## src/rtl/up_pkg.sv

```systemverilog
// Shared types and constants for the upload serializer.
//   ser_state_t       : serializer FSM state
//   HW_PER_WORD       : 16-bit halfwords per 64-bit word
//   HEAD_WORD_DEFAULT : default frame-header word
package up_pkg;

   typedef enum logic {
      IDLE = 1'b0,
      SEND = 1'b1
   } ser_state_t;

   localparam int unsigned HW_PER_WORD = 4;

   localparam logic [63:0] HEAD_WORD_DEFAULT = 64'hEB90_EB90_EB90_EB90;

endpackage

```

## src/rtl/sync_fifo_64.sv

```systemverilog
// Single-clock 64-bit FIFO with show-ahead head output.
//   clk_i    : clock
//   rst_ni   : synchronous active-low reset (clears pointers and level)
//   push_i   : write din_i (caller guarantees space, or a same-cycle pop)
//   pop_i    : drop the head word (caller guarantees non-empty)
//   din_i    : write data
//   dout_o   : current head word, valid while !empty_o
//   level_o  : words held
//   full_o   : level_o == DEPTH
//   empty_o  : level_o == 0
module sync_fifo_64 #(
   parameter int unsigned DEPTH = 16
) (
   input  logic                     clk_i,
   input  logic                     rst_ni,
   input  logic                     push_i,
   input  logic                     pop_i,
   input  logic [63:0]              din_i,
   output logic [63:0]              dout_o,
   output logic [$clog2(DEPTH):0]   level_o,
   output logic                     full_o,
   output logic                     empty_o
);

   localparam int unsigned AW = $clog2(DEPTH);
   localparam logic [AW:0] FullLvl = (AW + 1)'(DEPTH);

   logic [63:0]   mem_q [DEPTH];
   logic [AW-1:0] wr_ptr_q, wr_ptr_d;
   logic [AW-1:0] rd_ptr_q, rd_ptr_d;
   logic [AW:0]   level_q, level_d;

   // Pointers wrap naturally because DEPTH is a power of two.
   always_comb begin
      wr_ptr_d = wr_ptr_q;
      rd_ptr_d = rd_ptr_q;
      level_d  = level_q;
      if (push_i) wr_ptr_d = wr_ptr_q + 1'b1;
      if (pop_i)  rd_ptr_d = rd_ptr_q + 1'b1;
      unique case ({push_i, pop_i})
         2'b10:   level_d = level_q + 1'b1;
         2'b01:   level_d = level_q - 1'b1;
         default: level_d = level_q;
      endcase
   end

   always_ff @(posedge clk_i) begin
      if (!rst_ni) begin
         wr_ptr_q <= '0;
         rd_ptr_q <= '0;
         level_q  <= '0;
      end else begin
         wr_ptr_q <= wr_ptr_d;
         rd_ptr_q <= rd_ptr_d;
         level_q  <= level_d;
      end
   end

   // Storage needs no reset; validity is tracked by level_q.
   always_ff @(posedge clk_i) begin
      if (push_i) mem_q[wr_ptr_q] <= din_i;
   end

   assign dout_o  = mem_q[rd_ptr_q];
   assign level_o = level_q;
   assign full_o  = (level_q == FullLvl);
   assign empty_o = (level_q == '0);

endmodule

```

## src/rtl/up_data_serializer.sv

```systemverilog
// Buffers the 64-bit upstream word stream (no backpressure) and serializes each word into
// four 16-bit halfwords, MSB first, on a valid/ready interface. Tracks drops and headers.
//   fifo_rdclk : clock
//   rst_n      : synchronous active-low reset
//   data_valid : up_data qualifier
//   up_data    : 64-bit input word
//   tx_ready   : downstream accepts tx_data this cycle
//   clr_ovf    : clears overflow (a same-cycle drop wins)
//   tx_valid   : tx_data valid
//   tx_data    : current halfword
//   fifo_level : words in FIFO, excluding the word being serialized
//   overflow   : sticky drop flag
//   drop_cnt   : dropped words, saturating
//   frame_cnt  : accepted header words, wrapping
module up_data_serializer
   import up_pkg::*;
#(
   parameter int unsigned DEPTH     = 16,
   parameter logic [63:0] HEAD_WORD = HEAD_WORD_DEFAULT
) (
   input  logic                     fifo_rdclk,
   input  logic                     rst_n,
   input  logic                     data_valid,
   input  logic [63:0]              up_data,
   input  logic                     tx_ready,
   input  logic                     clr_ovf,
   output logic                     tx_valid,
   output logic [15:0]              tx_data,
   output logic [$clog2(DEPTH):0]   fifo_level,
   output logic                     overflow,
   output logic [15:0]              drop_cnt,
   output logic [15:0]              frame_cnt
);

   localparam logic [1:0] LastIdx = 2'(HW_PER_WORD - 1);

   ser_state_t  state_q, state_d;
   logic [1:0]  idx_q, idx_d;
   logic [63:0] sh_q, sh_d;
   logic        overflow_q, overflow_d;
   logic [15:0] drop_cnt_q, drop_cnt_d;
   logic [15:0] frame_cnt_q, frame_cnt_d;

   logic        fifo_pop, fifo_push, fifo_full, fifo_empty, drop;
   logic [63:0] fifo_dout;

   // A pop in the same cycle frees a slot, so a push at full is still accepted.
   assign fifo_push = data_valid && (!fifo_full || fifo_pop);
   assign drop      = data_valid && !fifo_push;

   sync_fifo_64 #(
      .DEPTH (DEPTH)
   ) u_fifo (
      .clk_i   (fifo_rdclk),
      .rst_ni  (rst_n),
      .push_i  (fifo_push),
      .pop_i   (fifo_pop),
      .din_i   (up_data),
      .dout_o  (fifo_dout),
      .level_o (fifo_level),
      .full_o  (fifo_full),
      .empty_o (fifo_empty)
   );

   always_comb begin
      state_d  = state_q;
      idx_d    = idx_q;
      sh_d     = sh_q;
      fifo_pop = 1'b0;
      unique case (state_q)
         IDLE: begin
            if (!fifo_empty) begin
               sh_d     = fifo_dout;
               fifo_pop = 1'b1;
               idx_d    = '0;
               state_d  = SEND;
            end
         end
         SEND: begin
            if (tx_ready) begin
               if (idx_q != LastIdx) begin
                  idx_d = idx_q + 2'd1;
               end else if (!fifo_empty) begin
                  // Back-to-back load: no idle cycle between words.
                  sh_d     = fifo_dout;
                  fifo_pop = 1'b1;
                  idx_d    = '0;
               end else begin
                  state_d = IDLE;
               end
            end
         end
         default: state_d = IDLE;
      endcase
   end

   always_comb begin
      overflow_d  = overflow_q;
      drop_cnt_d  = drop_cnt_q;
      frame_cnt_d = frame_cnt_q;
      if (clr_ovf) overflow_d = 1'b0;
      if (drop) begin
         overflow_d = 1'b1;
         if (drop_cnt_q != 16'hFFFF) drop_cnt_d = drop_cnt_q + 16'd1;
      end
      if (fifo_push && (up_data == HEAD_WORD)) frame_cnt_d = frame_cnt_q + 16'd1;
   end

   always_ff @(posedge fifo_rdclk) begin
      if (!rst_n) begin
         state_q     <= IDLE;
         idx_q       <= '0;
         sh_q        <= '0;
         overflow_q  <= 1'b0;
         drop_cnt_q  <= '0;
         frame_cnt_q <= '0;
      end else begin
         state_q     <= state_d;
         idx_q       <= idx_d;
         sh_q        <= sh_d;
         overflow_q  <= overflow_d;
         drop_cnt_q  <= drop_cnt_d;
         frame_cnt_q <= frame_cnt_d;
      end
   end

   always_comb begin
      tx_data = '0;
      if (state_q == SEND) begin
         unique case (idx_q)
            2'd0:    tx_data = sh_q[63:48];
            2'd1:    tx_data = sh_q[47:32];
            2'd2:    tx_data = sh_q[31:16];
            default: tx_data = sh_q[15:0];
         endcase
      end
   end

   assign tx_valid  = (state_q == SEND);
   assign overflow  = overflow_q;
   assign drop_cnt  = drop_cnt_q;
   assign frame_cnt = frame_cnt_q;

endmodule

```

## config.mk

```make
export PLATFORM = sky130hd
export DESIGN_NAME = up_data_serializer
export DESIGN_NICKNAME = d
export VERILOG_FILES = /design/src/rtl/up_pkg.sv /design/src/rtl/sync_fifo_64.sv /design/src/rtl/up_data_serializer.sv
export SDC_FILE = /design/constraint.sdc
export NUM_CORES = 1
export LEC_CHECK = 0
export ABC_CLOCK_PERIOD_IN_PS = 9400
export BUFFER_PORTS_ARGS = -buffer_cell sky130_fd_sc_hd__clkbuf_2
export CAP_MARGIN = 20
export CORE_MARGIN = 5
export CORE_UTILIZATION = 54
export CTS_CLUSTER_DIAMETER = 120
export DETAILED_ROUTE_END_ITERATION = 16
export GPL_ROUTABILITY_DRIVEN = 1
export PLACE_DENSITY_LB_ADDON = 0.3
export SYNTH_ARGS = -nofsm -noshare
export SYNTH_HDL_FRONTEND = slang
export SYNTH_SLANG_ARGS = --single-unit
```

## constraint.sdc

```tcl
create_clock -name fifo_rdclk -period 9.4 [get_ports fifo_rdclk]
set_input_delay 0.47 -clock fifo_rdclk [delete_from_list [all_inputs] [get_ports fifo_rdclk]]
set_output_delay 0.47 -clock fifo_rdclk [all_outputs]
set_load 0.05 [all_outputs]
```

==> flow_metrics.tcl, run 1 <==
set metrics [dict create \
    status "completed" \
    final_common_cell "edfxtp_1" \
    crit_required_ns 9.67 \
    post-cts-setup-buffers 0 \
    clock-sinks 1141 \
    hold-worst-slack_ns 0.07948 \
    synth-main-ff-cell "edfxtp_1" \
    die_w_um 294.4 \
    p_sw_w 0.003519 \
    crit_fanout 47 \
    synth_seq_area_share_pct 75.79 \
    clk_latency_ns 0.67 \
    comb_power_share_pct 19.1 \
    grt_pass1_vias 23030 \
    numCtsBuffers 110 \
    p_int_w 0.009494 \
    placedInstanceArea_um2 45620 \
    h-tree-depth 3 \
    cts_tree "done" \
    synth_nets 2277 \
    io_pins 124 \
    clk_pin_slew_ns 0.06 \
    drt-initial-drc-count 2433 \
    power_density_nw_per_um2 263.4 \
    syn_to_final_growth_pct 13.17 \
    crit_type "reg2reg" \
    dp.cells 3293 \
    clock_power_share_pct 34.8 \
    fin_area_um2 49410 \
    end_kind "flop" \
    grt_max_degree 140 \
    synth-edff-count 1024 \
    total_leakage_power_nw 15.91 \
    synth_cell_types 46 \
    io_buffers 123 \
    irDropWorstVdd_uv 246.5 \
    grt_pass1_wl_um 152000 \
    layout.cells.non_filler 3508 \
    finalHoldViolCount 0 \
    final_nets 2431 \
    syn_area_um2 43660 \
    switching_share_pct 27.04 \
    clock_path_buffers 3 \
    pwr-share-seq_pct 46.1 \
    antenna_left 0 \
    yosys_warnings 0 \
    cts_resized 0 \
    die_y_um 294.4 \
    routed_wl_um 102400 \
    min_path_type "in2reg" \
    relSlewSlack_pct 24.56 \
    setup_viol 0 \
    dr.pass1.iters 6 \
    fillers 5532 \
    maxSlewViolCount 0 \
    worst_pin_slew_ns 1.132 \
    coreArea_um2 80420 \
    period_share_pct 43.39 \
    vias_per_cell 6.429 \
    syn-instance-count 2192 \
    cts_hold_buf 0 \
    antenna_found_initial 9 \
    avgRoutedWirePerCell_um 29.19 \
    grt_util_all_layers_pct 23.57 \
    start_util_pct 54.30 \
    place_congestion 0.8402 \
    timing.max_cap.violations 0 \
    worst_ep_arrival_time_ns 4.35 \
    postSynthAreaPerCell_um2 19.92 \
    vias 22550 \
    dpl.hpwl_um 55820 \
    final_cell_mix "edfxtp_1, mux4_2, a22o_1" \
    fmax_mhz 245.2 \
    async_flop_share_pct 0 \
    grt-ovfl-total 0 \
    row_count 104 \
    drive_above_1_share_pct 25.34 \
    drc 0 \
    cp-start-kind "flop" \
    fin_setup_tns_ns 0 \
    die-area_um2 86640 \
    period_minus_slack_ns 4.079 \
    power_w 0.01301 \
    clockRootBuffer "clkbuf_16" \
    ys_ff_latch 1141 \
    finClkSkew_ns 0.03133 \
    rsz0062_at_grt "false" \
]
## synth_stat cells (8+ instances only)
library cell / count / share of area (%)
ha_1: 15 / 0.43
mux4_2: 256 / 13
o21ai_0: 83 / 0.95
xnor2_1: 13 / 0.26
a21oi_1: 75 / 0.86
nand2_1: 116 / 1.0
nand3_1: 20 / 0.23
nand4_1: 10 / 0.14
nand2b_1: 20 / 0.29
and2_1: 18 / 0.26
inv_1: 9 / 0.077
buf_2: 29 / 0.33
and3_1: 14 / 0.20
a22o_1: 128 / 2.6
clkbuf_1: 88 / 0.76
edfxtp_1: 1024 / 70
dfxtp_1: 117 / 5.4
a222oi_1: 16 / 0.37
nor2_1: 42 / 0.36
mux2i_1: 23 / 0.53
nor3_1: 11 / 0.13
buf_1: 8 / 0.069
## layout make-up
| class | count | area, µm² | share of cell area [%] |
|---|---|---|---|
| Clock buffer | 142 | 3028 | 6.128 |
| Multi-Input combinational cell | 917 | 10180 | 20.60 |
| Tap cell | 1060 | 1326 | 2.684 |
| Inverter | 9 | 35.03 | 0.07090 |
| Timing Repair Buffer | 167 | 1003 | 2.031 |
| Antenna cell | 5 | 12.51 | 0.02532 |
| Sequential cell | 1141 | 33100 | 66.99 |
| Clock inverter | 67 | 728.2 | 1.474 |
## per-stage QoR
stage | utilization, % | setup WS [ns]
after detailed placement | 56.72 | 5.436
after global placement | 56.72 | 5.565
after CTS | 61.40 | 5.358
after floorplan | - | 2.761
after global routing | 61.43 | 5.048
final | 61.45 | 5.321
## sequential cells by signal, indices dropped and copies added (netlist names), named ones only
name             cells
tx_valid             1
u_fifo.wr_ptr_q      4
frame_cnt           16
drop_cnt            16
u_fifo.level_o       5
u_fifo.mem_q      1024
idx_q                2
overflow             1
sh_q                64
u_fifo.rd_ptr_q      4
## cell families after synthesis
| family | Yosys count | share of synthesized area (%) |
|---|---|---|
| buffers and inverters | 134 | 1.235 |
| XOR/XNOR | 18 | 0.3611 |
| adder cells (fa/ha/maj) | 16 | 0.4757 |
| AO/OA/AOI/OAI | 315 | 5.015 |
| flip-flops | 1141 | 75.79 |
| multiplexers | 280 | 13.76 |
| AND/OR/NAND/NOR | 288 | 3.367 |
## critical path: stages (launching register included)
cell and delay [ns]:
dfxtp_1 0.41, ha_1 0.25, a21boi_4 0.13, a31oi_2 0.80, nand2_1 0.49, nor2_4 0.68
buf_4 0.85
## power groups by stage
stage | clock, W | combinational [W] | sequential (W)
6_report | 0.00453 | 0.00248 | 0.00599
3_5_place_dp | 0 | 0.00244 | 0.00613
3_3_place_gp | 0 | 0.00240 | 0.00612
5_1_grt | 0.00481 | 0.00266 | 0.00601
2_1_floorplan | 0 | 0.00176 | 0.00601
4_1_cts | 0.00460 | 0.00245 | 0.00603
## path summary, 6_finish.rpt
| path | from | endpoint | slack [ns] | cells past startpoint |
|---|---|---|---|---|
| hold reg to reg | sh_q[2]$_SDFFE_PN0P_ | sh_q[2]$_SDFFE_PN0P_ | 0.46 | 2 |
| hold / removal | clr_ovf | overflow$_SDFFE_PN0P_ | 0.08 | 3 |
| setup reg to reg | idx_q[1]$_SDFFE_PN0P_ | u_fifo.mem_q[7][56]$_DFFE_PP_ | 5.32 | 6 |
| setup / recovery | idx_q[1]$_SDFFE_PN0P_ | u_fifo.mem_q[7][56]$_DFFE_PP_ | 5.32 | 6 |
## per-layer routing
metal  wire length (µm)  up-vias  GRT usage [%]
met2              50680     1126          38.59
li1                   -     9398              -
met4               2335        6          6.004
met1              39520    11860          32.71
met3               9834      166          5.501
met5                 35        -              0
Power figures use the tool's default switching activity.
==> inputs of run 2 (changes only) <==
Settings changed: ABC_CLOCK_PERIOD_IN_PS 9400 to 3280.
Clock period 9.4 ns to 3.28 ns, I/O delays scaled along.
==> run 2 against run 1 <==
Against the previous run:
- non-clock buffer count rose by 103
- sequential cell count unchanged
- setup slack worse by 5.2 ns
- largest power group unchanged
- critical endpoint is now tx_data[6]
- clock skew about the same
==> flow_metrics.tcl, run 2 (same netlist as run 1, synthesis figures left out) <==
set metrics [dict create \
    clock_path_buffers 3 \
    worst_ep_arrival_time_ns 3.03 \
    numCtsBuffers 110 \
    place_congestion 0.8677 \
    finalHoldViolCount 0 \
    final_nets 2534 \
    clk_pin_slew_ns 0.06 \
    end_kind "output pin" \
    drt-initial-drc-count 2862 \
    crit_required_ns 3.12 \
    period_minus_slack_ns 3.194 \
    cp-start-kind "flop" \
    clock-sinks 1141 \
    cts_resized 0 \
    largest_reg_flops 1024 \
    crit_type "reg2out" \
    maxSlewViolCount 0 \
    relSlewSlack_pct 39.50 \
    row_count 104 \
    num_antenna_cells 0 \
    avgRoutedWirePerCell_um 29.15 \
    period_share_pct 97.39 \
    crit_fanout 16 \
    grt_pass1_wl_um 154000 \
    largest_registers "u_fifo.mem_q x1024, sh_q x64" \
    coreArea_um2 80420 \
    routed_wl_um 104800 \
    vias_per_cell 6.448 \
    final_common_cell "edfxtp_1" \
    h-tree-depth 3 \
    worst_pin_slew_ns 0.8980 \
    syn_to_final_growth_pct 15.59 \
    start_util_pct 54.30 \
    layout.cells.non_filler 3594 \
    antenna_found_initial 3 \
    finClkSkew_ns 0.03157 \
    grt-ovfl-total 0 \
    drc 0 \
    die-area_um2 86640 \
    io_buffers 123 \
    hold-worst-slack_ns 0.05699 \
    status "completed" \
    final_cell_mix "edfxtp_1, mux4_2, a22o_1" \
    vias 23170 \
    largest-register "u_fifo.mem_q" \
    dpl.hpwl_um 56620 \
    antenna_left 0 \
    dp.cells 3329 \
    setup_viol 0 \
    rsz0062_at_grt "false" \
    drive_above_1_share_pct 25.37 \
    grt_util_all_layers_pct 23.99 \
    total_leakage_power_nw 16.29 \
    power_density_nw_per_um2 729.3 \
    irDropWorstVdd_uv 503.8 \
    io_pins 124 \
    clk_latency_ns 0.68 \
    grt_max_degree 93 \
    dr.pass1.iters 9 \
    clockRootBuffer "clkbuf_16" \
    fmax_mhz 313.1 \
    die_w_um 294.4 \
    timing.max_cap.violations 0 \
    min_path_type "in2reg" \
    power_w 0.03681 \
    cts_tree "done" \
    grt_pass1_vias 23020 \
    die_y_um 294.4 \
]
## run 2: cell type report
cell class              count  area (µm²)
flip-flops and latches   1141       33110
multi-input cells         917       10220
well taps                1060        1326
clock inverters            58       533.0
repair buffers            270        2365
inverters                   9       35.03
clock buffers             139        2882
fillers                  5359       29950
## run 2: final timing paths
check,startpoint,endpoint,slack [ns],cells past startpoint
setup / recovery,idx_q[0]$_SDFFE_PN0P_,tx_data[6],0.09,6
hold reg to reg,sh_q[45]$_SDFFE_PN0P_,sh_q[45]$_SDFFE_PN0P_,0.46,2
hold / removal,data_valid,u_fifo.level_o[4]$_SDFFE_PN0P_,0.06,4
setup reg to reg,idx_q[0]$_SDFFE_PN0P_,u_fifo.level_o[4]$_SDFFE_PN0P_,0.55,10
## run 2: power by group
| group | total, W | internal, W | switching (W) | leakage, nW |
|---|---|---|---|---|
| sequential | 0.0172 | 0.0165 | 0.000670 | 10.2 |
| clock | 0.0121 | 0.00682 | 0.00523 | 1.66 |
| combinational | 0.00753 | 0.00328 | 0.00425 | 4.42 |
| total | 0.0368 | 0.0267 | 0.0102 | 16.3 |
## run 2: repair_timing
action                                  in CTS  in global routing
hold endpoints to repair                  1028                  0
setup buffers                                0                  0
endpoints found under the setup margin       0                  0
hold buffers                                68                  0
## run 2: critical path: stages (launching register included)
cell and delay (ns):
dfxtp_1 0.40, inv_1 0.12, ha_1 0.42, a222oi_1 0.71, o21ai_0 0.24, and2_1 0.23, clkbuf_2 0.24
## run 2: routing by layer
metal  share of wire [%]  global-route usage, %  vias up  routed length (µm)
li1                    -                      -     9578                   -
met1                  40                  35.07    12140               41720
met2                  48                  37.95     1266               50630
met3                 9.2                  4.363      187                9641
met4                 2.6                  6.942        4                2750
met5               0.026                      0        -                  27
## run 2: stage by stage
| step | utilization [%] | worst slack, ns | cell area [µm²] | setup TNS (ns) |
|---|---|---|---|---|
| after floorplan | - | -0.1268 | 43770 | -65.35 |
| after global placement | 57.67 | 0.5814 | 46370 | 0 |
| after detailed placement | 57.67 | 0.5527 | 46370 | 0 |
| after CTS | 62.76 | 0.1827 | 50470 | 0 |
| after global routing | 62.76 | 0.04450 | 50470 | 0 |
| final | 62.76 | 0.08570 | 50470 | 0 |
